==> src/rtl/tnew_stage_tracker.sv <==
`default_nettype none
// ============================================================================
//  Module   : tnew_stage_tracker
//  Purpose  : Tracks {Dst, Tnew} for the E, M and W pipeline stages. From
//             those records it derives the D-stage stall and the D-stage
//             forwarding selects for both source registers.
//  Revision : 1.0 - initial release
// ----------------------------------------------------------------------------
//  Ports
//    clk                     core clock, rising edge
//    reset                   synchronous reset, active high
//    D_Tnew[1:0]             original Tnew of the D instruction (01 alu, 10 load)
//    D_RegWrite              D instruction writes the GRF
//    D_Dst[4:0]              D instruction destination register
//    D_Rs/D_Rt[4:0]          D instruction source registers
//    D_UseRs/D_UseRt         source register is actually read
//    D_TuseRs/D_TuseRt[1:0]  cycles until the source is needed (0 = D, 1 = E)
//    D_IsMd, MDU_Busy        only with TRACKER_MDU_BUSY_EN: MDU structural hazard
//    Stall                   freeze PC and D, inject a bubble into E
//    FwdRsSel/FwdRtSel[1:0]  00 GRF, 01 from M, 10 from W
//    E/M/W_Tnew[1:0]         tracked per-stage Tnew
//    E/M/W_Dst[4:0]          tracked per-stage destination (0 = no write)
//  Configuration
//    TRACKER_MDU_BUSY_EN     when defined, adds D_IsMd/MDU_Busy and ORs
//                            (D_IsMd & MDU_Busy) into Stall
// ============================================================================
module tnew_stage_tracker (
    input  logic       clk,
    input  logic       reset,
    input  logic [1:0] D_Tnew,
    input  logic       D_RegWrite,
    input  logic [4:0] D_Dst,
    input  logic [4:0] D_Rs,
    input  logic [4:0] D_Rt,
    input  logic       D_UseRs,
    input  logic       D_UseRt,
    input  logic [1:0] D_TuseRs,
    input  logic [1:0] D_TuseRt,
`ifdef TRACKER_MDU_BUSY_EN
    input  logic       D_IsMd,
    input  logic       MDU_Busy,
`endif
    output logic       Stall,
    output logic [1:0] FwdRsSel,
    output logic [1:0] FwdRtSel,
    output logic [1:0] E_Tnew,
    output logic [1:0] M_Tnew,
    output logic [1:0] W_Tnew,
    output logic [4:0] E_Dst,
    output logic [4:0] M_Dst,
    output logic [4:0] W_Dst
);

    localparam logic [1:0] c_FWD_GRF = 2'b00;
    localparam logic [1:0] c_FWD_M   = 2'b01;
    localparam logic [1:0] c_FWD_W   = 2'b10;

    // Stage records
    logic [4:0] r_e_dst, r_m_dst, r_w_dst;
    logic [1:0] r_e_tnew, r_m_tnew, r_w_tnew;

    // Per-source views: index 0 = rs, index 1 = rt
    logic [4:0] w_src  [2];
    logic       w_use  [2];
    logic [1:0] w_tuse [2];
    logic [1:0] w_fwd  [2];
    logic [1:0] w_conflict;
    logic       w_mdu_stall;

    // Tnew counts down by one per stage and must stop at zero: a bubble or an
    // already-ready result must never wrap to 3 and create a phantom hazard.
    function automatic logic [1:0] sat_dec(input logic [1:0] t);
        return (t == 2'd0) ? 2'd0 : (t - 2'd1);
    endfunction

    assign w_src[0]  = D_Rs;
    assign w_src[1]  = D_Rt;
    assign w_use[0]  = D_UseRs;
    assign w_use[1]  = D_UseRt;
    assign w_tuse[0] = D_TuseRs;
    assign w_tuse[1] = D_TuseRt;

    generate
        for (genvar i = 0; i < 2; i++) begin : g_src
            // W never appears here: its Tnew is always 0, so it can only
            // forward, never stall.
            assign w_conflict[i] = w_use[i] & (w_src[i] != 5'd0) &
                                   (((r_e_dst == w_src[i]) & (r_e_tnew > w_tuse[i])) |
                                    ((r_m_dst == w_src[i]) & (r_m_tnew > w_tuse[i])));

            // M is checked first so the youngest ready producer wins.
            assign w_fwd[i] = ((w_src[i] != 5'd0) && (r_m_dst == w_src[i]) && (r_m_tnew == 2'd0)) ? c_FWD_M :
                              ((w_src[i] != 5'd0) && (r_w_dst == w_src[i]))                       ? c_FWD_W :
                                                                                                     c_FWD_GRF;
        end
    endgenerate

`ifdef TRACKER_MDU_BUSY_EN
    assign w_mdu_stall = D_IsMd & MDU_Busy;
`else
    assign w_mdu_stall = 1'b0;
`endif

    assign Stall    = (|w_conflict) | w_mdu_stall;
    assign FwdRsSel = w_fwd[0];
    assign FwdRtSel = w_fwd[1];

    always_ff @(posedge clk) begin
        if (reset) begin
            r_e_dst  <= 5'd0;
            r_e_tnew <= 2'd0;
            r_m_dst  <= 5'd0;
            r_m_tnew <= 2'd0;
            r_w_dst  <= 5'd0;
            r_w_tnew <= 2'd0;
        end else begin
            if (Stall) begin
                // D is held, so E receives a bubble that matches nothing.
                r_e_dst  <= 5'd0;
                r_e_tnew <= 2'd0;
            end else begin
                r_e_dst  <= D_RegWrite ? D_Dst : 5'd0;
                r_e_tnew <= D_Tnew;
            end
            // M and W always advance; a stall only freezes the front end.
            r_m_dst  <= r_e_dst;
            r_m_tnew <= sat_dec(r_e_tnew);
            r_w_dst  <= r_m_dst;
            r_w_tnew <= sat_dec(r_m_tnew);
        end
    end

    assign E_Dst  = r_e_dst;
    assign E_Tnew = r_e_tnew;
    assign M_Dst  = r_m_dst;
    assign M_Tnew = r_m_tnew;
    assign W_Dst  = r_w_dst;
    assign W_Tnew = r_w_tnew;

endmodule
`default_nettype wire

==> config.mk <==
export PLATFORM = sky130hd
export DESIGN_NAME = tnew_stage_tracker
export DESIGN_NICKNAME = d
export VERILOG_FILES = /design/src/rtl/tnew_stage_tracker.sv
export SDC_FILE = /design/constraint.sdc
export NUM_CORES = 1
export LEC_CHECK = 0
export CORE_UTILIZATION = 25
export DETAILED_ROUTE_END_ITERATION = 12
export GPL_TIMING_DRIVEN = 0
export PLACE_DENSITY_LB_ADDON = 0.08
export SKIP_LAST_GASP = 1
export SYNTH_ARGS = -nofsm -noshare
export SYNTH_HDL_FRONTEND = slang
export SYNTH_SLANG_ARGS = --single-unit
==> constraint.sdc <==
create_clock -name clk -period 3.1 [get_ports clk]
set_input_delay 0.31 -clock clk [delete_from_list [all_inputs] [get_ports clk]]
set_output_delay 0.31 -clock clk [all_outputs]
set_load 0.02 [all_outputs]
### Yosys cells after proc, flatten, opt, wreduce, memory -nomap -nowiden

Cells that the tools add are included.

| word-level totals | value |
|---|---|
| register bits | 21 |
| input bits | 26 |
| word-level logic and storage cells | 48 |
| output and inout port bits | 26 |

| operators by class | value |
|---|---|
| add/subtract/negate cells | 2 |
| bitwise logic cells | 11 |
| equality and inequality tests | 6 |
| reduce and logical (&&, ||, !) cells | 15 |
| multiplexer cells | 4 |
| $lt $le $gt $ge | 4 |

Operator list:

| kind | number |
|---|---|
| == test 5 bit | 6 |
| nonzero test 5 bit | 2 |
| AND 1 bit | 8 |
| > comparator 2 bit | 4 |
| 2-to-1 mux 2 bit | 4 |
| logical AND 1 bit | 6 |
| OR reduction 2 bit | 3 |
| logical NOT 2 bit | 2 |
| OR reduction 4 bit | 1 |
| subtractor 2 x 1 -> 2 bit, second input constant | 2 |
| OR reduction 3 bit | 1 |
| bitwise OR 1 bit | 2 |
| inverter 1 bit | 1 |

### Logic depth before layout (Yosys ltp)

| logic depth | value |
|---|---|
| depth in word-level cells | 5 |
| gate-level depth with buffers | 7 |
| gate-level depth less buffers | 7 |

### Least setup slack after synthesis

Ideal clock, no wire load.

| path | value |
|---|---|
| path kind | register to output |
| from | reg r_e_tnew[0] (netlist: E_Tnew[0]) |
| to | out Stall |
| required time | 2.790 ns |
| slack | 1.099 ns |
| stages on the path, launching flop included | 7 |
| buffers on the path | 0 |
| data arrival time | 1.691 ns |
| path through | dfxtp_1 > inv_1 > ha_1 > nand2_1 > nand4_1 > or4_1 > nand4_4 |

| between the ends | value |
|---|---|
| cells in the longest elaborated chain, start to end | 5 |
| elaborated cells on any way between the ends | 9 |
| classes of those cells | order compare: 2; bitwise: 6; reduce/logical: 1 |

RTL lines:

| item | line | text |
|---|---|---|
| start: declaration | 60 | `logic [1:0] r_e_tnew, r_m_tnew, r_w_tnew;` |
| start signal: assignment | 123 | `r_e_tnew <= D_Tnew;` |
| > comparator 2 bit | 88 | `(((r_e_dst == w_src[i]) & (r_e_tnew > w_tuse[i])) \|` |
| AND 1 bit | 88 |  |
| bitwise OR 1 bit | 88 |  |
| AND 1 bit | 87 | `assign w_conflict[i] = w_use[i] & (w_src[i] != 5'd0) &` |
| OR reduction 2 bit * | 104 | `assign Stall = (\|w_conflict) \| w_mdu_stall;` |
| end: declaration | 43 | `output logic Stall,` |

Mark *: on every way between the ends. The rest lies on a longest branch, timed or not.

### Worst setup path in the final report

| path | value |
|---|---|
| from | in D_TuseRs[1] |
| to | out Stall |

| between the ends | value |
|---|---|
| cells in the longest elaborated chain, start to end | 5 |
| elaborated cells on any way between the ends | 7 |
| classes of those cells | order compare: 2; bitwise: 4; reduce/logical: 1 |

RTL lines:

| item | line | text |
|---|---|---|
| start: declaration | 37 | `input logic [1:0] D_TuseRs,` |
| > comparator 2 bit (on tied branches) | 88, 89 |  |
| AND 1 bit (on tied branches) | 88, 89 |  |
| bitwise OR 1 bit * | 88 |  |
| AND 1 bit * | 87 |  |
| OR reduction 2 bit * | 104 |  |

Marked as above.

==> metrics.txt <==
# TYPE chip_impl_metric gauge
chip_impl_metric{name="fin_skew",unit="ns"} 0.001074
chip_impl_info{name="holdCritStartpoint",value="E_Tnew[0]$_SDFF_PP0_"} 1
chip_impl_metric{name="timing.slew.headroom",unit="%"} 68.25
chip_impl_metric{name="die_height",unit="um"} 72.00
chip_impl_metric{name="antenna_violating_nets_post_route",unit=""} 0
chip_impl_metric{name="final_count_of_pins_violating_max_slew",unit=""} 0
chip_impl_metric{name="port-buffer-count",unit=""} 50
chip_impl_metric{name="grt_max_degree",unit=""} 13
chip_impl_metric{name="post-place-cells",unit=""} 249
chip_impl_info{name="unrepaired_setup_endpoints_after_global_routing",value="false"} 1
chip_impl_metric{name="worst_skew_pair.late_latency",unit="ns"} 0.25
chip_impl_metric{name="cts_buffers",unit=""} 3
chip_impl_info{name="timing.rr.start",value="E_Tnew[0]$_SDFF_PP0_"} 1
chip_impl_metric{name="async_set_or_reset_register_ratio_after_synthesis",unit="%"} 0
chip_impl_metric{name="gr-total-overflow",unit=""} 0
chip_impl_metric{name="top_level_ports",unit=""} 52
chip_impl_info{name="outcome",value="complete, no violations"} 1
chip_impl_metric{name="combined_area_of_the_multi_input_logic_cells",unit="um^2"} 767.0
chip_impl_metric{name="cts-hold-fix-buffers",unit=""} 0
chip_impl_metric{name="setup_violations",unit=""} 0
chip_impl_metric{name="die_outline_area",unit="um^2"} 5183
chip_impl_metric{name="hpwl",unit="um"} 2734
chip_impl_metric{name="grt_use_total",unit="%"} 12.81
chip_impl_metric{name="worstPathRequired",unit="ns"} 2.79
chip_impl_metric{name="drtIter0Drc",unit=""} 23
chip_impl_metric{name="timing.final.crit_share",unit="%"} 95.44
chip_impl_metric{name="placementRows",unit=""} 25
chip_impl_info{name="crit_type",value="in2out"} 1
chip_impl_metric{name="dieWidth",unit="um"} 72.00
chip_impl_metric{name="crit_buf_inv",unit=""} 3
chip_impl_metric{name="final_cell_count_no_fill",unit=""} 253
chip_impl_metric{name="netlist-cell-type-count",unit=""} 24
chip_impl_metric{name="cts_post_setup_buffers_inserted",unit=""} 0
chip_impl_metric{name="max_stage_delay",unit="ns"} 0.63
chip_impl_metric{name="initial_utilization",unit="%"} 25.93
chip_impl_metric{name="reg2regPathDepth",unit=""} 7
chip_impl_info{name="critPathSlowestCell",value="sky130_fd_sc_hd__clkdlybuf4s50_1"} 1
chip_impl_metric{name="clkSlewWorstSetupHoldPaths",unit="ns"} 0.07
chip_impl_info{name="tritoncts_clock_tree",value="built"} 1
chip_impl_metric{name="placer_congestion",unit=""} 0.7722
chip_impl_metric{name="finalNetCount",unit=""} 223
chip_impl_metric{name="syn_warnings",unit=""} 0
chip_impl_metric{name="power_density",unit="nW/um^2"} 333.4
chip_impl_metric{name="area.sequential",unit="um^2"} 420.4
chip_impl_info{name="worst_setup_path_end_kind",value="primary output"} 1
chip_impl_metric{name="cts_buffer_depth",unit=""} 2
chip_impl_metric{name="maxCapViolations",unit=""} 0
chip_impl_info{name="synth_common_cells",value="21 x sky130_fd_sc_hd__dfxtp_1, 21 x sky130_fd_sc_hd__xor2_1, 13 x sky130_fd_sc_hd__nor2b_1"} 1
chip_impl_metric{name="postSynthRegisterBits",unit=""} 21
chip_impl_metric{name="final_critical_path_time_including_i_o_delays_and_setup",unit="ns"} 2.959
chip_impl_metric{name="seq_area_frac_synth",unit="%"} 34.32
chip_impl_metric{name="post-route-drc-count",unit=""} 0
chip_impl_info{name="cpLargestDelayFamily",value="buffers and inverters"} 1
chip_impl_metric{name="fillers",unit=""} 478
chip_impl_metric{name="via_per_inst",unit=""} 4.292
chip_impl_metric{name="first_pass_iters",unit=""} 2
chip_impl_metric{name="ant_cells",unit=""} 0
chip_impl_metric{name="cellLeakagePower",unit="nW"} 0.7636
chip_impl_info{name="crit_path_frequent_cell",value="sky130_fd_sc_hd__clkdlybuf4s50_1"} 1
chip_impl_metric{name="whs_path_depth",unit=""} 1
chip_impl_info{name="post_synth_main_area_contributors",value="sky130_fd_sc_hd__dfxtp_1 34%, sky130_fd_sc_hd__xor2_1 15%, sky130_fd_sc_hd__ha_1 10%"} 1
chip_impl_metric{name="syn_inst",unit=""} 132
chip_impl_info{name="yosys_most_used_dff",value="sky130_fd_sc_hd__dfxtp_1"} 1
chip_impl_metric{name="grt_pass1_wl",unit="um"} 5106
chip_impl_metric{name="largest_vdd_supply_drop",unit="V"} 0.0002104
chip_impl_info{name="timing.hold.worst_endpoint",value="M_Tnew[0]$_SDFF_PP0_"} 1
chip_impl_metric{name="synth_area_per_cell",unit="um^2"} 9.280
chip_impl_info{name="cts-root-buf",value="sky130_fd_sc_hd__clkbuf_8"} 1
chip_impl_metric{name="finalHoldViolations",unit=""} 0
chip_impl_metric{name="critPathArrivalTime",unit="ns"} 2.65
chip_impl_metric{name="cp_max_fo",unit=""} 8
chip_impl_info{name="hold_class",value="reg2reg"} 1
chip_impl_metric{name="syn_area",unit="um^2"} 1225
chip_impl_metric{name="core_area",unit="um^2"} 4723
chip_impl_info{name="rr_endpoint",value="E_Tnew[1]$_SDFF_PP0_"} 1
chip_impl_metric{name="post_drt_wl_per_cell",unit="um"} 12.81
chip_impl_info{name="post_synthesis_cell_type_with_the_largest_combined_area",value="sky130_fd_sc_hd__dfxtp_1"} 1
chip_impl_metric{name="totalWireLength",unit="um"} 3240
chip_impl_metric{name="tightest_slew",unit="ns"} 0.4762
chip_impl_metric{name="layout-drive-gt1-share",unit="%"} 4.839
chip_impl_metric{name="synth-edff-count",unit=""} 0
chip_impl_metric{name="synth_nets",unit=""} 168
chip_impl_metric{name="ctsHtreeMaxLevel",unit=""} 1
chip_impl_metric{name="reg2reg_setup_slack",unit="ns"} 1.27
chip_impl_metric{name="finalSetupTns",unit="ns"} 0
chip_impl_metric{name="finalCoreUtilization",unit="%"} 39.28
chip_impl_metric{name="grt_antenna_before_repair",unit=""} 0
chip_impl_info{name="timing.critical_path.cells",value="clkdlybuf4s50_1 -> inv_1 -> ha_1 -> nand2_1 -> nand4_1 -> or4_1 -> nand4_4 -> clkdlybuf4s50_1"} 1
chip_impl_info{name="worst_setup_path_start_kind",value="primary input"} 1
chip_impl_metric{name="cts_sinks",unit=""} 21
chip_impl_metric{name="vias_in_the_first_global_route",unit=""} 1066
chip_impl_metric{name="power",unit="uW"} 618.7
chip_impl_metric{name="vias",unit=""} 1086
chip_impl_metric{name="layout_area_overhead",unit="%"} 51.48
chip_impl_metric{name="cts.repair.resized",unit=""} 0
chip_impl_metric{name="clock.fmax",unit="GHz"} 0.3380
chip_impl_metric{name="post-synth-top-area-fraction",unit="%"} 34.32
## final cells by class
cell class	instances	area share, %
Buffer	2	0.4046
Clock buffer	3	2.225
Clock inverter	1	0.2697
Inverter	8	1.618
Multi-Input combinational cell	101	41.34
Sequential cell	21	22.66
Tap cell	67	4.518
Timing Repair Buffer	50	26.97
## logic make-up (layout without fill, tap and decap cells)
| family | count (synthesis) | after routing | share of synthesized area [%] |
|---|---|---|---|
| fa+ha+maj | 10 | 10 | 10.21 |
| compound gates | 7 | 7 | 3.677 |
| flops | 21 | 21 | 34.32 |
| simple gates | 54 | 54 | 27.27 |
| xor+xnor | 30 | 30 | 21.45 |
| buf+inv | 10 | 64 | 3.065 |
## report_power, final
part | leakage (nW) | switching [mW] | internal [mW]
Combinational | 0.566 | 0.0709 | 0.0845
Sequential | 0.172 | 0.0129 | 0.281
Clock | 0.0255 | 0.0806 | 0.0892
Total | 0.764 | 0.164 | 0.454
## worst register-to-register path: cells and delay by family (launching register included)
| kind | cells | cell delay, ns |
|---|---|---|
| adder cells (fa/ha/maj) | 1 | 0.28 |
| buffers and inverters | 1 | 0.10 |
| flip-flops | 1 | 0.35 |
| AND/OR/NAND/NOR | 5 | 0.98 |
## metrics by stage
stage          hold slack [ns]  setup slack (ns)  area [um^2]
2_1_floorplan           0.3816             1.099         1225
3_3_place_gp            0.4483            0.1143         1809
3_5_place_dp            0.4486            0.1231         1809
4_1_cts                 0.4618            0.1202         1856
5_1_grt                 0.4884           0.02894         1856
6_report                0.4543            0.1414         1856
## flip-flops by register name, indices dropped and copies added (netlist names)
| name | count |
|---|---|
| E_Tnew | 2 |
| E_Dst | 5 |
| W_Tnew | 2 |
| W_Dst | 5 |
| M_Tnew | 2 |
| M_Dst | 5 |
## per-layer routing
layer	global-route usage (%)	share of wire (%)	vias up
li1	-	-	551
met1	16.98	47	503
met2	21.49	48	28
met3	1.389	3.1	4
met4	4.793	1.3	0
met5	0	0	-
## cells in the final DEF, fill, tap and decap left out, drive strengths merged, types with 5 or more instances in the layout
master and count:
clkbuf 5, clkdlybuf4s50 50, inv 8, nor2 11, nor3 6, nand2 7
nor2b 13, ha 10, xnor2 9, xor2 21, dfxtp 21
## worst max path at each step
stage | startpoint | end | cells past startpoint
after floorplan | E_Tnew[0]$_SDFF_PP0_ | Stall | 6
after global placement | D_TuseRs[1] | Stall | 8
after detailed placement | D_TuseRs[1] | Stall | 8
after CTS | D_TuseRs[1] | Stall | 8
after global routing | D_TuseRs[1] | Stall | 8
final | D_TuseRs[1] | Stall | 8
(Power assumes the default switching activity.)
